## src/rtl/ecp5_reboot_ctrl.sv

```systemverilog
// ECP5 multiboot sequencer: key-protected ARM -> SELECT -> FIRE, hold-off, then a PROGRAMN low pulse.
// Define ECP5_REBOOT_WDT_EN to add a KICK-cleared watchdog that forces a golden-image reboot on expiry.
module ecp5_reboot_ctrl #(
   parameter int unsigned NUM_SLOTS      = 4,
   parameter int unsigned ADDR_W         = 32,
   parameter logic [31:0] SLOT_BASE      = 32'h0010_0000,
   parameter logic [31:0] SLOT_SIZE      = 32'h0010_0000,
   parameter logic [31:0] ARM_KEY        = 32'hB007_C0DE,
   parameter int unsigned ARM_TIMEOUT    = 1000000,
   parameter int unsigned HOLDOFF_CYCLES = 1024,
   parameter int unsigned PULSE_CYCLES   = 64,
   parameter int unsigned WDT_CYCLES     = 50000000
) (
   input  logic              clk,
   input  logic              rst_n,
   input  logic              cmd_valid,
   output logic              cmd_ready,
   input  logic [2:0]        cmd_op,
   input  logic [31:0]       cmd_data,
   output logic [ADDR_W-1:0] boot_addr_o,
   output logic              boot_addr_valid_o,
   output logic              programn_o,
   output logic              busy_o,
   output logic [2:0]        state_o,
   output logic [2:0]        err_o
);

   typedef enum logic [2:0] {
      S_IDLE     = 3'd0,
      S_ARMED    = 3'd1,
      S_SELECTED = 3'd2,
      S_HOLDOFF  = 3'd3,
      S_PULSE    = 3'd4,
      S_HALT     = 3'd5
   } state_t;

   localparam logic [2:0] OP_ARM    = 3'd0;
   localparam logic [2:0] OP_SELECT = 3'd1;
   localparam logic [2:0] OP_FIRE   = 3'd2;
   localparam logic [2:0] OP_ABORT  = 3'd3;
   localparam logic [2:0] OP_KICK   = 3'd4;

   localparam logic [2:0] E_NONE  = 3'd0;
   localparam logic [2:0] E_KEY   = 3'd1;
   localparam logic [2:0] E_RANGE = 3'd2;
   localparam logic [2:0] E_SEQ   = 3'd3;
   localparam logic [2:0] E_TMO   = 3'd4;

   localparam logic [31:0]       TMO_LAST   = 32'(ARM_TIMEOUT - 1);
   localparam logic [31:0]       HOLD_LAST  = 32'(HOLDOFF_CYCLES - 1);
   localparam logic [31:0]       PULSE_LAST = 32'(PULSE_CYCLES - 1);
   localparam logic [ADDR_W-1:0] BASE_ADDR  = ADDR_W'(SLOT_BASE);

`ifdef ECP5_REBOOT_WDT_EN
   localparam bit                WDT_EN   = 1'b1;
   localparam logic [31:0]       WDT_LAST = 32'(WDT_CYCLES - 1);
`else
   localparam bit                WDT_EN   = 1'b0;
`endif

   state_t              state_q, state_d;
   logic [31:0]         cnt_q, cnt_d;
   logic [2:0]          err_q, err_d;
   logic [ADDR_W-1:0]   addr_q, addr_d;
   logic                vld_q, vld_d;
   logic                programn_q, programn_d;
`ifdef ECP5_REBOOT_WDT_EN
   logic [31:0]         wdt_q, wdt_d;
   logic                wdt_hit;
   logic                wdt_run;
`endif

   logic                hs;
   logic                key_ok;
   logic                idx_ok;
   logic                kick_ok;
   logic                tmo_hit;
   logic [ADDR_W-1:0]   sel_addr;

   assign hs       = cmd_valid && cmd_ready;
   assign key_ok   = (cmd_data == ARM_KEY);
   assign idx_ok   = ({1'b0, cmd_data[3:0]} < 5'(NUM_SLOTS));
   assign kick_ok  = WDT_EN && (cmd_op == OP_KICK);
   assign tmo_hit  = (cnt_q == TMO_LAST);
   assign sel_addr = ADDR_W'({32'd0, SLOT_BASE} + ({60'd0, cmd_data[3:0]} * {32'd0, SLOT_SIZE}));
`ifdef ECP5_REBOOT_WDT_EN
   assign wdt_hit  = (wdt_q == WDT_LAST);
   assign wdt_run  = (state_q != S_PULSE) && (state_q != S_HALT);
`endif

   always_ff @(posedge clk) begin
      if (!rst_n) begin
         state_q    <= S_IDLE;
         cnt_q      <= '0;
         err_q      <= E_NONE;
         addr_q     <= BASE_ADDR;
         vld_q      <= 1'b0;
         programn_q <= 1'b1;
`ifdef ECP5_REBOOT_WDT_EN
         wdt_q      <= '0;
`endif
      end else begin
         state_q    <= state_d;
         cnt_q      <= cnt_d;
         err_q      <= err_d;
         addr_q     <= addr_d;
         vld_q      <= vld_d;
         programn_q <= programn_d;
`ifdef ECP5_REBOOT_WDT_EN
         wdt_q      <= wdt_d;
`endif
      end
   end

   always_comb begin
      state_d = state_q;
      cnt_d   = cnt_q;
      err_d   = err_q;
      addr_d  = addr_q;
      vld_d   = vld_q;
      case (state_q)
         S_IDLE: begin
            if (hs) begin
               if (cmd_op == OP_ARM) begin
                  if (key_ok) begin
                     state_d = S_ARMED;
                     err_d   = E_NONE;
                     cnt_d   = '0;
                  end else begin
                     err_d   = E_KEY;
                  end
               end else if (!kick_ok) begin
                  err_d = E_SEQ;
               end
            end
         end
         S_ARMED, S_SELECTED: begin
            // A handshake on the expiry edge wins; the counter parks at its last value.
            cnt_d = tmo_hit ? cnt_q : cnt_q + 32'd1;
            if (hs) begin
               case (cmd_op)
                  OP_ARM: begin
                     if (key_ok) begin
                        err_d = E_NONE;
                        cnt_d = '0;
                     end else begin
                        err_d = E_KEY;
                     end
                  end
                  OP_SELECT: begin
                     if (idx_ok) begin
                        addr_d = sel_addr;
                        vld_d  = 1'b1;
                        if (state_q == S_ARMED) begin
                           state_d = S_SELECTED;
                           cnt_d   = '0;
                        end
                     end else begin
                        err_d = E_RANGE;
                     end
                  end
                  OP_FIRE: begin
                     if (state_q == S_SELECTED) begin
                        state_d = S_HOLDOFF;
                        cnt_d   = '0;
                     end else begin
                        err_d = E_SEQ;
                     end
                  end
                  OP_ABORT: begin
                     state_d = S_IDLE;
                     vld_d   = 1'b0;
                     cnt_d   = '0;
                  end
                  default: begin
                     if (!kick_ok) err_d = E_SEQ;
                  end
               endcase
            end else if (tmo_hit) begin
               state_d = S_IDLE;
               err_d   = E_TMO;
               vld_d   = 1'b0;
               cnt_d   = '0;
            end
         end
         S_HOLDOFF: begin
            if (hs && (cmd_op == OP_ABORT)) begin
               state_d = S_IDLE;
               vld_d   = 1'b0;
               cnt_d   = '0;
            end else begin
               if (hs && !kick_ok) err_d = E_SEQ;
               if (cnt_q == HOLD_LAST) begin
                  state_d = S_PULSE;
                  cnt_d   = '0;
               end else begin
                  cnt_d   = cnt_q + 32'd1;
               end
            end
         end
         S_PULSE: begin
            if (cnt_q == PULSE_LAST) begin
               state_d = S_HALT;
               cnt_d   = '0;
            end else begin
               cnt_d   = cnt_q + 32'd1;
            end
         end
         S_HALT: begin
         end
         default: begin
            state_d = S_IDLE;
            cnt_d   = '0;
         end
      endcase

`ifdef ECP5_REBOOT_WDT_EN
      wdt_d = wdt_q;
      if (wdt_run) begin
         if (hs && (kick_ok || wdt_hit)) begin
            wdt_d = '0;
         end else if (wdt_hit) begin
            wdt_d = '0;
            // Already heading for a reboot from HOLDOFF: do not restart the hold-off.
            if (state_q != S_HOLDOFF) begin
               state_d = S_HOLDOFF;
               cnt_d   = '0;
               addr_d  = BASE_ADDR;
               vld_d   = 1'b1;
            end
         end else begin
            wdt_d = wdt_q + 32'd1;
         end
      end
`endif

      programn_d = (state_d != S_PULSE);
   end

   always_comb begin
      cmd_ready = (state_q == S_IDLE) || (state_q == S_ARMED) ||
                  (state_q == S_SELECTED) || (state_q == S_HOLDOFF);
      busy_o    = (state_q == S_HOLDOFF) || (state_q == S_PULSE) || (state_q == S_HALT);
      state_o           = state_q;
      err_o             = err_q;
      boot_addr_o       = addr_q;
      boot_addr_valid_o = vld_q;
      programn_o        = programn_q;
   end

endmodule

```

## config.mk

```make
export PLATFORM = sky130hd
export DESIGN_NAME = ecp5_reboot_ctrl
export DESIGN_NICKNAME = d
export VERILOG_FILES = /design/src/rtl/ecp5_reboot_ctrl.sv
export SDC_FILE = /design/constraint.sdc
export NUM_CORES = 1
export LEC_CHECK = 0
export BUFFER_PORTS_ARGS = -buffer_cell sky130_fd_sc_hd__buf_4
export CAP_MARGIN = 25
export CORE_ASPECT_RATIO = 1.75
export CORE_MARGIN = 2
export CORE_UTILIZATION = 35
export DETAILED_ROUTE_END_ITERATION = 8
export PLACE_DENSITY = 0.53
export SYNTH_ARGS = -nofsm -noshare
export SYNTH_HDL_FRONTEND = slang
export SYNTH_SLANG_ARGS = --single-unit
```

## constraint.sdc

```tcl
create_clock -name clk -period 2.8 [get_ports clk]
set_input_delay 0.56 -clock clk [delete_from_list [all_inputs] [get_ports clk]]
set_output_delay 0.56 -clock clk [all_outputs]
set_load 0.1 [all_outputs]
```

==> run summary, run 1 <==
Outcome
- **run status** completed

Die
- **Floorplan Core Area** 9470 um2
- **initial cell density of the core** 0.359
- **number of ports placed on the die boundary** 80
- **chip height** 134 um
- **number of core rows** 47
- **full die area** 10600 um2
- **Die X** 78.5 um

Layout
- **post-route design area** 4130 um2
- **relative area change from synthesis to final layout** 21.4%
- **most common library cell in the layout ignoring fill and taps** sky130_fd_sc_hd__buf_4
- **number of diodes added for antenna fixing** 0
- **number of nets at the end of the flow** 540
- **ratio of cells with drive above 1 in the final layout** 0.244
- **utilization of the core after routing** 0.436
- **commonest cells after routing, fill and taps aside** 80 x sky130_fd_sc_hd__buf_4, 64 x sky130_fd_sc_hd__nand2_1, 42 x sky130_fd_sc_hd__dfxtp_1

Clock network
- **clock slew at the register clock pins of the worst setup and hold paths** 0.07 ns
- **maximum number of buffers from clock root to sink** 2
- **setup repair bufs after CTS** 0
- **Post-CTS Resized** 0
- **CTS tree** yes
- **insertion delay to the later sink of the worst-skew pair** 0.30 ns
- **Sinks on Clock Net** 45
- **H-tree lvl count** 2
- **CTS Buf Count** 5
- **Clock Tree Root** sky130_fd_sc_hd__clkbuf_16
- **number of hold buffers added after CTS** 0

Logic synthesis
- **register bit count reported by yosys** 45
- **fraction of synthesized cell area taken by the top area cell type** 0.265
- **proportion of synthesized flip-flops having asynchronous set or reset** 0
- **xor and xnor area share after synthesis** 0.0129
- **area fraction in compound gates after synthesis** 0.276
- **mean area per synthesized cell** 7.73 um2
- **main combinational cell family by area after synthesis** simple AND/OR/NAND/NOR gates
- **Post-Syn Instances** 440
- **predominant post-synthesis flop cell** sky130_fd_sc_hd__dfxtp_1
- **synth top area cells** sky130_fd_sc_hd__dfxtp_1 26%, sky130_fd_sc_hd__nand2_1 7.1%, sky130_fd_sc_hd__buf_4 6.0%, sky130_fd_sc_hd__o211ai_1 3.3%, sky130_fd_sc_hd__nand3_1 2.6%
- **library cell with the largest summed area after synthesis** sky130_fd_sc_hd__dfxtp_1
- **count of flip-flops with a built-in enable after synthesis** 0
- **netlist area before placement** 3400 um2
- **area share of fa/ha/maj cells after synthesis** 0.0147
- **distinct cell type count after synthesis** 69
- **sequential fraction of the synthesis area** 0.265
- **Synth Area in Simple Gates** 0.310
- **total number of yosys warnings** 0
- **multiplexer share of the synthesized area** 0.00588

GRT
- **vias in the first global route** 3358
- **initial antenna violation count** 0
- **leftover overflow at the end of global routing** 0
- **wire length of the first global-routing pass** 17.3 mm
- **total routing resource utilization after global routing** 0.209
- **largest net degree at the start of global routing** 37

Power
- **total design power** 0.00152 W
- **standby leakage power** 1.60 nW
- **IR drop worst, VDD** 329 uV
- **Power Dens Cells** 369 nW/um2

Timing
- **minimum clock period** 2.56 ns
- **final number of max-transition violations** 0
- **final critical-path share of the clock period** 0.916
- **Final Hold Viols** 0
- **Max Fclk** 0.390 GHz
- **relative slew slack** 0.557
- **actual slew at the worst max-slew pin** 0.659 ns
- **unrepaired setup endpoints after global routing** no
- **final setup fails** 0
- **setup clock skew after layout** 0.00450 ns
- **Fin Setup TNS** 0 ns

Route
- **Via density** 5.71
- **post-route ant nets** 0
- **first-pass iteration count of the detailed router** 4
- **overall via count from detail_route** 3547
- **initial detailed-routing violation count** 262
- **wire per inst** 17.5 um
- **DRC violations left** 0
- **total wire length** 10.9 mm

Worst setup path
- **crit-path leading delay family** simple AND/OR/NAND/NOR gates
- **Required @ worst endpoint** 2.98 ns
- **Worst path max stage delay** 0.50 ns
- **worst endpoint data arrival time** 2.74 ns
- **maximum fanout encountered on the critical timing path** 22
- **kind of capture point of the worst setup path** flip-flop
- **cell-by-cell trace of the critical path** or4_1 > or3_4 > o41ai_4 > o22ai_2 > buf_4 > o221ai_1 > nand3_1
- **buffer and inverter count on the worst path** 1
- **worst setup path category** flip-flop to flip-flop
- **crit path launch type** flip-flop
- **CP max-delay cell** sky130_fd_sc_hd__or4_1

Placed design
- **post-place instance area** 3990 um2
- **number of input and output port buffers inserted** 52
- **post-detailed-placement half-perimeter wirelength** 8.50 mm
- **routability-driven placement congestion ratio** 0.868

Flow run
- **max-cap viol count** 0

Min path
- **type of the worst min-delay path** flip-flop to flip-flop

## where the power goes
group / switching, W / leakage [nW] / internal, W / total [W]
clock: 0.000276 / 0.0739 / 0.000329 / 0.000605
sequential: 0.00000145 / 0.365 / 0.000641 / 0.000642
combinational: 0.000224 / 1.16 / 0.0000524 / 0.000276
total: 0.000502 / 1.60 / 0.00102 / 0.00152
## metrics by stage
step | worst slack (ns) | cells | hold WS (ns)
5_1_grt | 0.0858 | 621 | 0.498
2_1_floorplan | 0.0594 | 466 | 0.471
6_report | 0.236 | 621 | 0.481
3_5_place_dp | 0.00511 | 613 | 0.473
4_1_cts | 0.205 | 621 | 0.487
3_3_place_gp | 0.0225 | 613 | 0.469
## layout make-up
class	count	area, um2
inverter	15	60.1
multi-input combinational	349	2230
timing repair buffer	82	641
fill	973	5340
tap	122	153
clock inverter	3	16.3
clock buffer	5	125
sequential	45	907
## cells in the mapped netlist (8+ instances only)
master                      instances
sky130_fd_sc_hd__nand2_1           64
sky130_fd_sc_hd__dfxtp_1           45
sky130_fd_sc_hd__buf_4             27
sky130_fd_sc_hd__nor2_1            22
sky130_fd_sc_hd__clkbuf_1          20
sky130_fd_sc_hd__nand3_1           18
sky130_fd_sc_hd__o21ai_0           17
sky130_fd_sc_hd__inv_1             15
sky130_fd_sc_hd__nor3_1            15
sky130_fd_sc_hd__o211ai_1          15
sky130_fd_sc_hd__a21oi_1           12
sky130_fd_sc_hd__nor4_1            10
sky130_fd_sc_hd__buf_2              9
sky130_fd_sc_hd__nand4_1            9
sky130_fd_sc_hd__a31oi_1            8
sky130_fd_sc_hd__and3_1             8
sky130_fd_sc_hd__o2111ai_1          8
sky130_fd_sc_hd__o311ai_1           8
## worst register-to-register path, delay by kind of cell, from the launching register on
| family | cells | cell delay [ns] |
|---|---|---|
| simple gates | 3 | 0.99 |
| flops | 1 | 0.36 |
| buf+inv | 1 | 0.29 |
| compound gates | 3 | 0.82 |
## cell families after synthesis
logic type	count (synthesis)
multiplexers	2
buffers and inverters	72
adder cells (fa/ha/maj)	4
XOR/XNOR	5
AO/OA/AOI/OAI	117
AND/OR/NAND/NOR	194
other	1
flip-flops	45
## registers in the layout, indices dropped and copies added, names as in the netlist
name               count
boot_addr_valid_o      1
state_o                3
programn_o             1
boot_addr_o            5
err_o                  3
cnt_q                 32
## worst paths after layout
| kind | start | slack, ns | cells after the start | endpoint |
|---|---|---|---|---|
| max | cnt_q[17] | 0.24 | 7 | cnt_q[2] |
| min | boot_addr_o[20] | 0.48 | 2 | boot_addr_o[20] |
| max reg2reg | cnt_q[17] | 0.24 | 7 | cnt_q[2] |
| min reg2reg | boot_addr_o[20] | 0.48 | 2 | boot_addr_o[20] |
## routing by layer
layer | up-vias | GRT usage | share of wire
met2 | 126 | 0.425 | 0.58
met3 | 22 | 0.0209 | 0.036
met1 | 1677 | 0.209 | 0.35
met4 | 0 | 0.0799 | 0.029
met5 | - | 0 | 0
li1 | 1722 | - | -
(Power assumes the default switching activity.)
==> inputs of run 2 (changes only) <==
--- a/config.mk
+++ b/config.mk
@@ -7,11 +7,12 @@
 export LEC_CHECK = 0
 export BUFFER_PORTS_ARGS = -buffer_cell sky130_fd_sc_hd__buf_4
 export CAP_MARGIN = 25
-export CORE_ASPECT_RATIO = 1.75
+export CORE_ASPECT_RATIO = 1.2
 export CORE_MARGIN = 2
 export CORE_UTILIZATION = 35
 export DETAILED_ROUTE_END_ITERATION = 8
 export PLACE_DENSITY = 0.53
+export RECOVER_POWER = 25
 export SYNTH_ARGS = -nofsm -noshare
 export SYNTH_HDL_FRONTEND = slang
 export SYNTH_SLANG_ARGS = --single-unit
==> run 2 against run 1 <==
Effect of this change: cell area fell by 1.3%; via count down 3.9%; critical path depth down 1; register-to-register slack got worse by 0.08 ns; die area decreased by 0.26%; global-route usage shrank 1.9 points; sequential cell count did not move; sequential share of layout area rose by 0.29 points; wire length down 11%; largest power group is now the clock network.
==> run summary, run 2 (synthesized netlist as in run 1, its figures left out) <==
Placed design
- **number of input and output port buffers inserted** 52, unchanged
- **dpl cells** 610, -0.49%
- **post-place instance area** 3960 um2, -0.72%
- **post-detailed-placement half-perimeter wirelength** 7.30 mm, -14%
- **routability-driven placement congestion ratio** 0.891, +2.6%

Timing
- **relative slew slack** 0.221, -0.336
- **Fin Setup TNS** 0 ns, unchanged
- **Max Fclk** 0.378 GHz, -3.1%
- **Final Hold Viols** 0, unchanged
- **unrepaired setup endpoints after global routing** no
- **actual slew at the worst max-slew pin** 1.17 ns, +0.514 ns
- **setup clock skew after layout** 0.0105 ns, +0.00605 ns
- **final number of max-transition violations** 0, unchanged
- **worst hold slack across all endpoints** 0.469 ns, -0.0115 ns
- **final setup fails** 0, unchanged
- **minimum clock period** 2.65 ns, +0.0826 ns
- **final critical-path share of the clock period** 0.945, +0.0295

Route
- **wire per inst** 15.7 um, -11%
- **total wire length** 9.70 mm, -11%
- **Via density** 5.52, -3.4%
- **DRC violations left** 0, unchanged
- **overall via count from detail_route** 3409, -3.9%
- **initial detailed-routing violation count** 168, -36%
- **post-route ant nets** 0, unchanged
- **met2 wire length** 4.90 mm, -23%
- **wire length on met3** 348 um, -12%
- **highest signal layer in the routed design** met4
- **met1 WL** 4.22 mm, +10%
- **first-pass iteration count of the detailed router** 4, unchanged

Worst setup path
- **crit-path leading delay family** simple AND/OR/NAND/NOR gates
- **Required @ worst endpoint** 2.97 ns, about the same
- **reg-to-reg startpoint** cnt_q[22]
- **worst endpoint data arrival time** 2.81 ns, +0.07 ns
- **endpoint of the most critical setup path** boot_addr_valid_o
- **Worst path max stage delay** 0.71 ns, +0.21 ns
- **cells on worst reg2reg path** 6, -1
- **cell-by-cell trace of the critical path** nor4_2 > nand4_2 > or4_1 > a21o_1 > a2111oi_2 > o22ai_1
- **worst setup path category** flip-flop to flip-flop
- **kind of capture point of the worst setup path** flip-flop
- **crit path launch type** flip-flop
- **minimum setup slack among reg-to-reg paths** 0.15 ns, -0.08 ns
- **logic depth of the worst setup path including buffers** 6, -1
- **maximum fanout encountered on the critical timing path** 7, -68%
- **worst flop-to-flop path endpoint** boot_addr_valid_o
- **CP max-delay cell** sky130_fd_sc_hd__or4_1
- **buffer and inverter count on the worst path** 0, -1
- **startpoint of the worst setup timing path** cnt_q[22]

Min path
- **type of the worst min-delay path** flip-flop to flip-flop
- **count of cells along the worst hold path** 2, unchanged
- **worst hold path startpoint** boot_addr_valid_o

GRT
- **largest net degree at the start of global routing** 37, unchanged
- **total routing resource utilization after global routing** 0.190, -0.0186
- **vias in the first global route** 3291, -2.0%
- **initial antenna violation count** 0, unchanged
- **wire length of the first global-routing pass** 16.2 mm, -6.6%
- **leftover overflow at the end of global routing** 0, unchanged

Die
- **number of core rows** 39, -17%
- **number of ports placed on the die boundary** 80, unchanged
- **Floorplan Core Area** 9520 um2, +0.50%
- **initial cell density of the core** 0.358, -0.00180
- **Die X** 94.0 um, +20%
- **chip height** 112 um, -17%
- **full die area** 10500 um2, -0.26%

Clock network
- **maximum number of buffers from clock root to sink** 2, unchanged
- **clock slew at the register clock pins of the worst setup and hold paths** 0.07 ns, about the same
- **setup repair bufs after CTS** 0, unchanged
- **number of hold buffers added after CTS** 0, unchanged
- **Post-CTS Resized** 0, unchanged
- **insertion delay to the later sink of the worst-skew pair** 0.30 ns, about the same
- **H-tree lvl count** 2, unchanged
- **CTS tree** yes
- **CTS Buf Count** 5, unchanged
- **Clock Tree Root** sky130_fd_sc_hd__clkbuf_16
- **Sinks on Clock Net** 45, unchanged

Layout
- **post-route design area** 4080 um2, -1.3%
- **fill cell total of the finished layout** 1002, +3.0%
- **commonest cells after routing, fill and taps aside** 64 x sky130_fd_sc_hd__nand2_1, 61 x sky130_fd_sc_hd__buf_4, 42 x sky130_fd_sc_hd__dfxtp_1
- **most common library cell in the layout ignoring fill and taps** sky130_fd_sc_hd__nand2_1
- **utilization of the core after routing** 0.429, -0.00783
- **number of diodes added for antenna fixing** 0, unchanged
- **flip-flop count of the largest register after layout** 32, unchanged
- **number of nets at the end of the flow** 536, -0.74%
- **Most flops, register** cnt_q
- **relative area change from synthesis to final layout** 19.8%
- **ratio of cells with drive above 1 in the final layout** 0.208, -0.0364
- **final cell count without fillers** 618, -0.48%

Power
- **Power Dens Cells** 398 nW/um2, +7.9%
- **P_int** 0.00112 W, +9.4%
- **IR drop worst, VDD** 244 uV, -26%
- **portion of total power attributed to the clock network** 0.437, +0.040
- **standby leakage power** 1.53 nW, -4.2%
- **share of power burned in combinational logic** 0.167, -0.014
- **sequential group share of total power** 0.395, -0.026
- **net switching power** 0.000505 W, +0.60%
- **Sw Share** 0.311, -0.0183

Flow run
- **max-cap viol count** 0, unchanged

Outcome
- **run status** completed

[run 2: layout make-up]
| class | count | area (um2) | area share |
|---|---|---|---|
| repair buffers | 78 | 554 | 0.136 |
| clock buffers | 5 | 125 | 0.0307 |
| flip-flops and latches | 45 | 907 | 0.222 |
| clock inverters | 3 | 47.5 | 0.0117 |
| multi-input cells | 349 | 2230 | 0.547 |
| well taps | 123 | 154 | 0.0377 |
| inverters | 15 | 60.1 | 0.0147 |
[run 2: worst min path at each step]
stage / endpoint / slack, ns
global route: boot_addr_o[20] / 0.50
global placement: boot_addr_valid_o / 0.45
CTS: boot_addr_valid_o / 0.48
detailed placement: boot_addr_valid_o / 0.47
finish: boot_addr_valid_o / 0.47
floorplan: cnt_q[12] / 0.47
[run 2: routing by layer]
metal	GRT usage	up-vias
met1	0.235	1607
met2	0.330	77
met4	0.0725	0
li1	-	1710
met3	0.0315	15
met5	0	-
[run 2: worst min-delay path: stages (launching register included)]
cell,delay (ns)
sky130_fd_sc_hd__dfxtp_1,0.32
sky130_fd_sc_hd__nand2_1,0.06
sky130_fd_sc_hd__o22ai_1,0.05
[run 2: stage by stage]
stage	power (W)	setup WS [ns]
4_1_cts	0.00165	0.161
5_1_grt	0.00167	0.0353
6_report	0.00162	0.153
3_3_place_gp	0.000931	0.176
3_5_place_dp	0.000930	0.0941
2_1_floorplan	0.000897	0.0594
[run 2: power groups by stage]
stage | clock [W] | combinational, W | sequential [W]
2_1_floorplan | 0 | 0.000225 | 0.000672
3_5_place_dp | 0 | 0.000273 | 0.000657
6_report | 0.000710 | 0.000272 | 0.000642
3_3_place_gp | 0 | 0.000274 | 0.000657
5_1_grt | 0.000749 | 0.000283 | 0.000642
4_1_cts | 0.000731 | 0.000274 | 0.000642
